--- src/rtl/cpc_rom_reader.sv ---
// Z80-style bus initiator for CPC expansion ROM boards: optional upper-ROM select
// I/O write to &DF00, then a ROM-enabled memory read in the &C000-&FFFF window.
module cpc_rom_reader #(
    parameter int TDIV = 4
) (
    input  logic        CLK,
    input  logic        RESET,
    input  logic        req_valid,
    output logic        req_ready,
    input  logic [7:0]  req_rom,
    input  logic [13:0] req_addr,
    input  logic        req_sel_only,
    input  logic        req_force,
    output logic        rsp_valid,
    output logic [7:0]  rsp_data,
    output logic        rsp_romdis,
    output logic [15:0] A,
    output logic [7:0]  D_out,
    output logic        D_oe,
    input  logic [7:0]  D_in,
    output logic        MREQ_B,
    output logic        IOREQ_B,
    output logic        RD_B,
    output logic        WR_B,
    output logic        ROMEN_B,
    output logic        M1_B,
    output logic        RFSH_B,
    input  logic        READY,
    input  logic        ROMDIS
);

    typedef enum logic [3:0] {
        S_IDLE, S_IOW_T1, S_IOW_T2, S_IOW_TW, S_IOW_T3, S_TI,
        S_MRD_T1, S_MRD_T2, S_MRD_TW, S_MRD_T3, S_RESP
    } state_t;

    localparam int CW = (TDIV > 2) ? $clog2(TDIV) : 1;
    localparam logic [CW-1:0] TLAST = CW'(TDIV - 1);

    state_t          state_q, state_d;
    logic [CW-1:0]   tcnt_q, tcnt_d;
    logic            ready_q;
    logic [7:0]      rom_q;
    logic [13:0]     addr_q;
    logic            sel_only_q;
    logic [7:0]      cur_rom_q;
    logic            sel_valid_q;
    logic            rsp_valid_q;
    logic [7:0]      rsp_data_q;
    logic            rsp_romdis_q;
    logic [15:0]     a_q, a_d;
    logic [7:0]      dout_q, dout_d;
    logic            doe_q, doe_d;
    logic            iow_b_q, iow_b_d;
    logic            mrd_b_q, mrd_b_d;

    logic            t_end;
    logic            accept;
    logic            need_iow;

    // NOTE: every combinational output gets a default first so no path can infer a latch.
    always_comb begin
        state_d  = state_q;
        tcnt_d   = tcnt_q;
        t_end    = (tcnt_q == TLAST);
        accept   = req_valid && ready_q;
        need_iow = !(sel_valid_q && (cur_rom_q == req_rom) && !req_force && !req_sel_only);
        a_d      = a_q;
        dout_d   = dout_q;

        if (state_q != S_IDLE && state_q != S_RESP)
            tcnt_d = t_end ? '0 : tcnt_q + CW'(1);

        unique case (state_q)
            S_IDLE:   if (accept) state_d = need_iow ? S_IOW_T1 : S_MRD_T1;
            S_IOW_T1: if (t_end) state_d = S_IOW_T2;
            S_IOW_T2,
            S_IOW_TW: if (t_end) state_d = READY ? S_IOW_T3 : S_IOW_TW;
            S_IOW_T3: if (t_end) state_d = sel_only_q ? S_RESP : S_TI;
            S_TI:     if (t_end) state_d = S_MRD_T1;
            S_MRD_T1: if (t_end) state_d = S_MRD_T2;
            S_MRD_T2,
            S_MRD_TW: if (t_end) state_d = READY ? S_MRD_T3 : S_MRD_TW;
            S_MRD_T3: if (t_end) state_d = S_RESP;
            S_RESP:   state_d = S_IDLE;
            default:  state_d = S_IDLE;
        endcase

        // Address/data are loaded once per phase so they stay stable under the strobes.
        if (accept) begin
            a_d = need_iow ? 16'hDF00 : {2'b11, req_addr};
            if (need_iow) dout_d = req_rom;
        end else if (state_q == S_IOW_T3 && state_d == S_TI) begin
            a_d = {2'b11, addr_q};
        end

        doe_d   = state_d inside {S_IOW_T1, S_IOW_T2, S_IOW_TW, S_IOW_T3};
        iow_b_d = !(state_d inside {S_IOW_T2, S_IOW_TW, S_IOW_T3});
        mrd_b_d = !(state_d inside {S_MRD_T2, S_MRD_TW, S_MRD_T3});
    end

    // NOTE: sequential state uses non-blocking assignments only, so every register sees pre-edge values.
    always_ff @(posedge CLK) begin
        if (RESET) begin
            state_q      <= S_IDLE;
            tcnt_q       <= '0;
            ready_q      <= 1'b0;
            rom_q        <= '0;
            addr_q       <= '0;
            sel_only_q   <= 1'b0;
            cur_rom_q    <= '0;
            sel_valid_q  <= 1'b0;
            rsp_valid_q  <= 1'b0;
            rsp_data_q   <= '0;
            rsp_romdis_q <= 1'b0;
            a_q          <= '0;
            dout_q       <= '0;
            doe_q        <= 1'b0;
            iow_b_q      <= 1'b1;
            mrd_b_q      <= 1'b1;
        end else begin
            state_q     <= state_d;
            tcnt_q      <= tcnt_d;
            ready_q     <= (state_d == S_IDLE);
            rsp_valid_q <= (state_d == S_RESP);
            a_q         <= a_d;
            dout_q      <= dout_d;
            doe_q       <= doe_d;
            iow_b_q     <= iow_b_d;
            mrd_b_q     <= mrd_b_d;

            if (accept) begin
                rom_q      <= req_rom;
                addr_q     <= req_addr;
                sel_only_q <= req_sel_only;
            end

            if (state_q == S_IOW_T3 && t_end) begin
                cur_rom_q   <= rom_q;
                sel_valid_q <= 1'b1;
                if (sel_only_q) begin
                    rsp_data_q   <= '0;
                    rsp_romdis_q <= 1'b0;
                end
            end

            if (state_q == S_MRD_T3 && t_end) begin
                rsp_data_q   <= D_in;
                rsp_romdis_q <= ROMDIS;
            end
        end
    end

    assign req_ready  = ready_q;
    assign rsp_valid  = rsp_valid_q;
    assign rsp_data   = rsp_data_q;
    assign rsp_romdis = rsp_romdis_q;
    assign A          = a_q;
    assign D_out      = dout_q;
    assign D_oe       = doe_q;
    assign IOREQ_B    = iow_b_q;
    assign WR_B       = iow_b_q;
    assign MREQ_B     = mrd_b_q;
    assign RD_B       = mrd_b_q;
    assign ROMEN_B    = mrd_b_q;
    assign M1_B       = 1'b1;
    assign RFSH_B     = 1'b1;

endmodule

--- config.mk ---
export PLATFORM = sky130hd
export DESIGN_NAME = cpc_rom_reader
export DESIGN_NICKNAME = d
export VERILOG_FILES = /design/src/rtl/cpc_rom_reader.sv
export SDC_FILE = /design/constraint.sdc
export NUM_CORES = 1
export LEC_CHECK = 0
export ABC_CLOCK_PERIOD_IN_PS = 3400
export CORE_UTILIZATION = 50
export DETAILED_ROUTE_END_ITERATION = 6
export GPL_TIMING_DRIVEN = 0
export PLACE_DENSITY = 0.85
export REMOVE_ABC_BUFFERS = 1
export SYNTH_ARGS = -nofsm -noshare
export SYNTH_HDL_FRONTEND = slang
export SYNTH_SLANG_ARGS = --single-unit
--- constraint.sdc ---
create_clock -name CLK -period 3.4 [get_ports CLK]
set_input_delay 0.51 -clock CLK [delete_from_list [all_inputs] [get_ports CLK]]
set_output_delay 0.51 -clock CLK [all_outputs]
set_load 0.02 [all_outputs]
==> Word-level counts from Yosys, hierarchy flattened <==
Cells that the tools add are included.
{ "word_totals": {"in_bits": 37, "wordCells": 87, "output_inout_bits": 43, "ff_bits": 76} }
{ "op_classes": {"add_sub_neg": 1, "bitwise_logic": 1, "n_eq_ne": 21, "muxes": 23, "n_reduce_logical": 25} }
{ "ops": {"columns": ["cell", "count"], "rows": [
  ["4-bit 2-to-1 mux", 9],
  ["16-bit 2-to-1 mux", 2],
  ["4-bit case mux with 8 select lines", 1],
  ["4-bit by 3-bit equality test with 1-bit output, second input constant", 7],
  ["8-bit 2-to-1 mux", 3],
  ["4-bit equality test, second input constant", 5],
  ["4-bit by 2-bit equality test with 1-bit output, second input constant", 4],
  ["14-bit 2-to-1 mux", 1],
  ["4-bit by 1-bit equality test with 1-bit output, second input constant", 2],
  ["8-bit equality test", 1],
  ["1-bit logical AND", 8],
  ["4-bit zero test", 2],
  ["4-bit nonzero test", 2],
  ["3-bit 2-to-1 mux", 2],
  ["2-bit nonzero test", 3],
  ["3-bit nonzero test", 2],
  ["1-bit zero test", 4],
  ["1-bit 2-to-1 mux", 4],
  ["4-bit != test, second input constant", 1],
  ["2-bit AND reduction", 2],
  ["2-bit OR reduction", 2],
  ["2-bit by 1-bit adder with 2-bit output, second input constant", 1],
  ["2-bit equality test, second input constant", 1],
  ["2-bit 2-to-1 mux", 1],
  ["1-bit NOT", 1]
]} }

==> Longest topological paths before layout <==
Gate-level depths: netlist of run 1.
{ "logic_depth": {"ltp_word": 11, "ltp_mapped": 8, "depth_no_buf": 7} }

==> Worst setup path before layout of run 1 <==
OpenSTA, ideal clock, no wires.
{ "synth_timing": {"path_kind": "input port to flip-flop", "startpoint": "input port req_rom[4]", "endpoint": "register mrd_b_q (netlist: MREQ_B)", "arrival_ns": 2.039, "setup_slack_ns": 1.247, "cell_stages": 6, "setup_time_ns": 0.114, "path_buffers": 0, "required_time_ns": 3.286, "path_cell_list": "xor2_1 > or4b_4 > nor4_4 > nor2_1 > or3_1 > a21o_1"} }
{ "synth_via": {"elab_chain_cells": 10} }
{ "synth_lines": {"columns": ["element", "line_no", "source"], "rows": [
  ["start, declared", "10", "input logic [7:0] req_rom,"],
  ["8-bit equality test *", "67", "need_iow = !(sel_valid_q && (cur_rom_q == req_rom) && !req_force && !req_sel_only);"],
  ["1-bit logical AND * (3 in a row)", "67", null],
  ["3-bit 2-to-1 mux *", "75", "S_IDLE: if (accept) state_d = need_iow ? S_IOW_T1 : S_MRD_T1;"],
  ["4-bit 2-to-1 mux *", "75", null],
  ["4-bit case mux with 8 select lines *", "74", "unique case (state_q)"],
  ["4-bit by 3-bit equality test with 1-bit output or 4-bit equality test (tied branches)", "99", "mrd_b_d = !(state_d inside {S_MRD_T2, S_MRD_TW, S_MRD_T3});"],
  ["3-bit nonzero test *", "99", null],
  ["1-bit zero test *", "99", null],
  ["end signal, assigned", "130", "mrd_b_q <= mrd_b_d;"],
  ["end, declared", "55", "logic mrd_b_q, mrd_b_d;"]
]} }
Every way passes the cells marked *; elsewhere a longest branch is shown, timed or not.
A chain may end at the register's enable or synchronous reset.

==> Final worst setup path of run 1 <==
{ "layout_timing": {"startpoint": "input port req_valid", "endpoint": "register mrd_b_q (netlist: MREQ_B)"} }
{ "layout_via": {"elab_chain_cells": 6} }
{ "layout_lines": {"columns": ["element", "line_no", "source"], "rows": [
  ["start, declared", "8", "input logic req_valid,"],
  ["1-bit logical AND *", "66", "accept = req_valid && ready_q;"],
  ["4-bit 2-to-1 mux *", "75", null],
  ["4-bit case mux with 8 select lines *", "74", null],
  ["4-bit by 3-bit equality test with 1-bit output or 4-bit equality test (tied branches)", "99", null],
  ["3-bit nonzero test *", "99", null],
  ["1-bit zero test *", "99", null]
]} }
Marked as above.

==> results of run 1 <==
[cell families (layout without fill, tap and decap cells)]
kind of cell	count (synthesis)	count (layout)	share of synthesized area (%)
and+or+nand+nor	153	153	23.5
buffers and inverters	33	98	5.35
AOI/OAI and AO/OA	68	68	13.7
DFF	75	75	49.4
other	1	2	0.123
muxes	15	15	4.94
adders and majority gates	1	1	0.412
xor gates and xnor gates	9	9	2.59
[sequential cells by signal, indices dropped and copies added, names as in the netlist, 2 cells and up]
signal,flops
A,15
addr_q,14
D_out,8
cur_rom_q,8
rom_q,8
rsp_data,8
state_q,4
tcnt_q,2
[cell type report]
type / instances / area share [%]
flip-flops and latches: 75 / 37.7
repair buffers: 78 / 19.7
inverters: 4 / 0.377
clock buffers: 12 / 3.90
clock inverters: 4 / 1.23
multi-input cells: 248 / 34.7
well taps: 75 / 2.36
[metrics by stage]
step / TNS, ps / cell area, µm² / util [%] / worst slack [ps] / instances
after floorplan: 0 / 2900 / - / 872 / 327
after global placement: -93.8 / 3760 / 63.9 / -93.8 / 479
after detailed placement: -80.4 / 3770 / 64.1 / -80.4 / 480
after CTS: 0 / 3980 / 67.6 / 278 / 496
after global routing: 0 / 3980 / 67.6 / 54.3 / 496
final: 0 / 3980 / 67.6 / 296 / 496
[placed cells by master, fill, tap and decap left out, drive strengths merged, types with 2 or more instances in the layout]
master and n:
a21o 2, a21oi 39, a22oi 10, a311oi 5
and3 2, buf 2, clkbuf 12, clkdlybuf4s50 76
clkinv 3, conb 2, dfxtp 75, inv 4
mux2i 15, nand2 61, nand3 12, nand3b 3
nand4 3, nand4b 2, nor2 51, nor2b 4
nor4 2, nor4b 2, o21ai 4, or3 2
xnor2 8
[worst paths after layout]
kind	depth (start not counted)	startpoint	endpoint
setup / recovery	7	req_valid	MREQ_B$_SDFF_PP1_
hold / removal	2	addr_q[6]$_SDFFE_PP0P_	addr_q[6]$_SDFFE_PP0P_
setup reg to reg	5	state_q[2]$_SDFF_PP0_	A[6]$_SDFFE_PP0P_
hold reg to reg	2	addr_q[6]$_SDFFE_PP0P_	addr_q[6]$_SDFFE_PP0P_
[critical path, stage by stage]
cell,delay (ps)
clkdlybuf4s50_1,480
and2_1,860
nand3_1,390
nor4_4,410
nor2_1,130
or3_1,390
a21o_1,180
[routing by layer]
metal | vias to the layer above | routed length (µm) | GRT usage, %
met1 | 1226 | 2850 | 25.7
met5 | - | 0 | 0
li1 | 1322 | - | -
met4 | 0 | 143 | 9.82
met3 | 14 | 226 | 4.00
met2 | 56 | 3490 | 38.6
[where the power goes]
group / internal (W) / total (W) / switching (W)
clock network: 0.000378 / 0.000691 / 0.000313
logic: 0.000122 / 0.000255 / 0.000133
registers: 0.000920 / 0.000943 / 0.0000236
==> results.sh, run 1 <==
export IMPL_drtIter0Drc=213
export IMPL_hold_path_class="reg2reg"
export IMPL_drt_pass1_iter_count=6
export IMPL_synth_common_cells="dfxtp_1, nand2_1, nor2_1, a21oi_1"
export IMPL_register_area_um2=1500
export IMPL_fin_crit_ps=3100
export IMPL_grt_max_degree=50
export IMPL_path_clk_slew_ps=80
export IMPL_setup_worst_path_class="in2reg"
export IMPL_route_detailed_drc=0
export IMPL_die_x_um=80.0
export IMPL_grt_setup_unrepaired="no"
export IMPL_cp_start_kind="primary input"
export IMPL_finalHoldViolCount=0
export IMPL_syn_inst=355
export IMPL_cts_buffers=9
export IMPL_vias_per_cell=5.28
export IMPL_dieArea_um2=6390
export IMPL_cts_max_level=3
export IMPL_grtUsageTotal_pct=21.9
export IMPL_multi_input_area_um2=1380
export IMPL_max_cap_violations=0
export IMPL_via_count=2618
export IMPL_wl_um=6710
export IMPL_diodes=0
export IMPL_clock_sinks=75
export IMPL_cts_resized=0
export IMPL_run_status="finished clean"
export IMPL_layout_nets=454
export IMPL_p_per_area_nw_per_um2=475
export IMPL_arrival_ps=3340
export IMPL_hpwl_um=4470
export IMPL_synth_warnings=0
export IMPL_finalSetupViolations=0
export IMPL_ctsRootBufferMaster="clkbuf_8"
export IMPL_fp_row_count=28
export IMPL_syn_area_per_cell_um2=8.56
export IMPL_cts_tree="yes"
export IMPL_grt_overflow=0
export IMPL_grt_pass1_wl_um=10800
export IMPL_drv_slew=0
export IMPL_fin_crit_sh_pct=91.3
export IMPL_synth_edff_count=0
export IMPL_ys_flop_type="dfxtp_1"
export IMPL_layout_drive_gt1_share_pct=5.46
export IMPL_whs_ps=462
export IMPL_ys_ff_latch=75
export IMPL_rrSetupSlack_ps=400
export IMPL_required_ps=3630
export IMPL_synth_top_area_share_pct=49.4
export IMPL_worst_pin_slew_ps=1150
export IMPL_synth_cell_types=49
export IMPL_crit_path_end_kind="register"
export IMPL_yosys_area_top_type="dfxtp_1"
export IMPL_yosys_top_cells_area="dfxtp_1, nand2_1, a21oi_1, nor2_1, mux2i_1"
export IMPL_irDropWorstVdd_mv=0.314
export IMPL_synth_most_common_cell="dfxtp_1"
export IMPL_slew_headroom_pct=23.3
export IMPL_syn_area_um2=3040
export IMPL_clock_latency_ps=340
export IMPL_ant_nets=0
export IMPL_portBuffers=77
export IMPL_cts_setup_buffers=0
export IMPL_fmax_ghz=0.322
export IMPL_cts_hold_fix_buffers=0
export IMPL_clockBufferDepth=2
export IMPL_skew_ps=12.7
export IMPL_p_leak_nw=1.46
export IMPL_core_area_um2=5890
export IMPL_fin_total_pwr_w=0.00189
export IMPL_cp_max_fo=25
export IMPL_postSynth_asyncResetShare_pct=0
export IMPL_seq_area_frac_synth_pct=49.4
export IMPL_gp_congestion=0.856
export IMPL_boundaryPins=80
export IMPL_grt_pass1_vias=2435
export IMPL_fillCellCount=505
export IMPL_wl_per_cell_um=13.5
export IMPL_die_h_um=80.0
export IMPL_antenna_found_initial=0
export IMPL_start_util_pct=51.6
export IMPL_area_delta_synth_final_pct=30.9
Note: power is estimated with default switching activity, not from simulation.
==> run 2: changes to the inputs <==
--- a/config.mk
+++ b/config.mk
@@ -6,10 +6,11 @@
 export NUM_CORES = 1
 export LEC_CHECK = 0
 export ABC_CLOCK_PERIOD_IN_PS = 3400
-export CORE_UTILIZATION = 50
+export CORE_MARGIN = 2
+export CORE_UTILIZATION = 52
 export DETAILED_ROUTE_END_ITERATION = 6
 export GPL_TIMING_DRIVEN = 0
-export PLACE_DENSITY = 0.85
+export PLACE_DENSITY = 0.88
 export REMOVE_ABC_BUFFERS = 1
 export SYNTH_ARGS = -nofsm -noshare
 export SYNTH_HDL_FRONTEND = slang
==> run 2 against run 1 <==
Net effect: non-clock buffer count is the same; die area grew 1.2%; clock power grew 9.8%; critical path type unchanged; largest cell class unchanged.
==> results.sh, run 2 (synthesis results as in run 1) <==
export IMPL_p_sw_w=0.000465
export IMPL_cts_resized=0
export IMPL_grt_max_degree=44
export IMPL_pwr_share_seq_pct=48.2
export IMPL_combPwrFrac_pct=13.0
export IMPL_cp_max_fo=25
export IMPL_largest_register_ffs=15
export IMPL_grt_pass1_vias=2421
export IMPL_setup_worst_path_class="in2reg"
export IMPL_drtIter0Drc=170
export IMPL_finalNonFillerCells=492
export IMPL_ctsRootBufferMaster="clkbuf_8"
export IMPL_cts_max_level=3
export IMPL_max_cap_violations=0
export IMPL_setup_tns_ps=0
export IMPL_slew_headroom_pct=22.9
export IMPL_hpwl_um=4380
export IMPL_boundaryPins=80
export IMPL_core_area_um2=5570
export IMPL_finalHoldViolCount=0
export IMPL_final_cell_mix="clkdlybuf4s50_1, dfxtp_1, nand2_1"
export IMPL_p_leak_nw=1.47
export IMPL_grt_pass1_wl_um=11000
export IMPL_run_status="finished clean"
export IMPL_die_h_um=80.5
export IMPL_internal_power_w=0.00149
export IMPL_cts_hold_fix_buffers=0
export IMPL_fin_crit_ps=3140
export IMPL_pwr_share_clk_pct=38.8
export IMPL_ant_nets=0
export IMPL_path_clk_slew_ps=70
export IMPL_p_per_area_nw_per_um2=490
export IMPL_cts_setup_buffers=0
export IMPL_area_delta_synth_final_pct=31.5
export IMPL_place_ws_ps=-116
export IMPL_drv_slew=0
export IMPL_clockBufferDepth=2
export IMPL_drt_pass1_iter_count=4
export IMPL_layout_drive_gt1_share_pct=5.48
export IMPL_rrSetupSlack_ps=410
export IMPL_fmax_ghz=0.319
export IMPL_worst_slack_ps=262
export IMPL_p_sw_share_pct=23.8
export IMPL_grt_setup_unrepaired="no"
export IMPL_fin_area_um2=4000
export IMPL_portBuffers=77
export IMPL_fp_row_count=27
export IMPL_fin_crit_sh_pct=92.3
export IMPL_clock_latency_ps=340
export IMPL_crit_path_end_kind="register"
export IMPL_hold_path_class="reg2reg"
export IMPL_wl_per_cell_um=13.3
export IMPL_cts_buffers=9
export IMPL_worst_pin_slew_ps=1150
export IMPL_finalSetupViolations=0
export IMPL_irDropWorstVdd_mv=0.415
export IMPL_whs_ps=456
export IMPL_via_count=2607
export IMPL_skew_ps=7.54
export IMPL_gp_congestion=0.816
export IMPL_die_x_um=80.5
export IMPL_arrival_ps=3370
export IMPL_final_common_cell="clkdlybuf4s50_1"
export IMPL_diodes=0
export IMPL_antenna_found_initial=0
export IMPL_grtUsageTotal_pct=22.0
export IMPL_route_detailed_drc=0
export IMPL_dp_cells=477
export IMPL_clock_sinks=75
export IMPL_dieArea_um2=6470
export IMPL_cts_tree="yes"
export IMPL_wl_um=6560
export IMPL_vias_per_cell=5.30
export IMPL_required_ps=3630
export IMPL_start_util_pct=54.5
export IMPL_placed_cell_area_um2=3770
export IMPL_layout_nets=454
export IMPL_cp_start_kind="primary input"
export IMPL_grt_overflow=0
[run 2: changes by cell type in the layout (fill, tap and decap cells not counted)]
| cell | change |
|---|---|
| clkinv_2 | -1 |
| clkbuf_1 | -1 |
| bufinv_16 | +1 |
[run 2: power by group through the flow]
| stage | clock network (W) | logic (W) | registers [W] |
|---|---|---|---|
| 6_report | 0.000759 | 0.000255 | 0.000943 |
| 5_1_grt | 0.000811 | 0.000280 | 0.000948 |
| 4_1_cts | 0.000772 | 0.000257 | 0.000943 |
| 3_5_place_dp | 0 | 0.000255 | 0.000963 |
| 3_3_place_gp | 0 | 0.000248 | 0.000962 |
| 2_1_floorplan | 0 | 0.0000929 | 0.000990 |
[run 2: final timing paths]
| check | end | cells past startpoint | from |
|---|---|---|---|
| setup / recovery | MREQ_B$_SDFF_PP1_ | 7 | req_valid |
| hold / removal | rom_q[5]$_SDFFE_PP0P_ | 2 | rom_q[5]$_SDFFE_PP0P_ |
| setup reg to reg | A[3]$_SDFFE_PP0P_ | 5 | state_q[2]$_SDFF_PP0_ |
| hold reg to reg | rom_q[5]$_SDFFE_PP0P_ | 2 | rom_q[5]$_SDFFE_PP0P_ |
[run 2: per-stage QoR]
| step | power, W | utilization [%] |
|---|---|---|
| floorplan | 0.00108 | - |
| global route | 0.00204 | 71.7 |
| detailed placement | 0.00122 | 67.7 |
| global placement | 0.00121 | 67.4 |
| CTS | 0.00197 | 71.7 |
| finish | 0.00196 | 71.7 |
[run 2: layout make-up]
cell class	instances	area (µm²)
flip-flops and latches	75	1500
well taps	72	90.1
inverters	4	15.0
multi-input cells	248	1380
repair buffers	78	786
clock buffers	11	151
fillers	437	1580
clock inverters	4	73.8
[run 2: worst max-delay path: stages]
cell             delay [ps]
clkdlybuf4s50_1         480
and2_1                  870
nand3_1                 390
nor4_4                  410
nor2_1                  130
or3_1                   390
a21o_1                  180
[run 2: layer usage]
layer	vias to the layer above	GRT usage [%]	routed length, µm
met3	7	3.82	333
li1	1319	-	-
met5	-	0	0
met4	0	10.3	88
met2	79	35.6	3260
met1	1202	28.4	2880
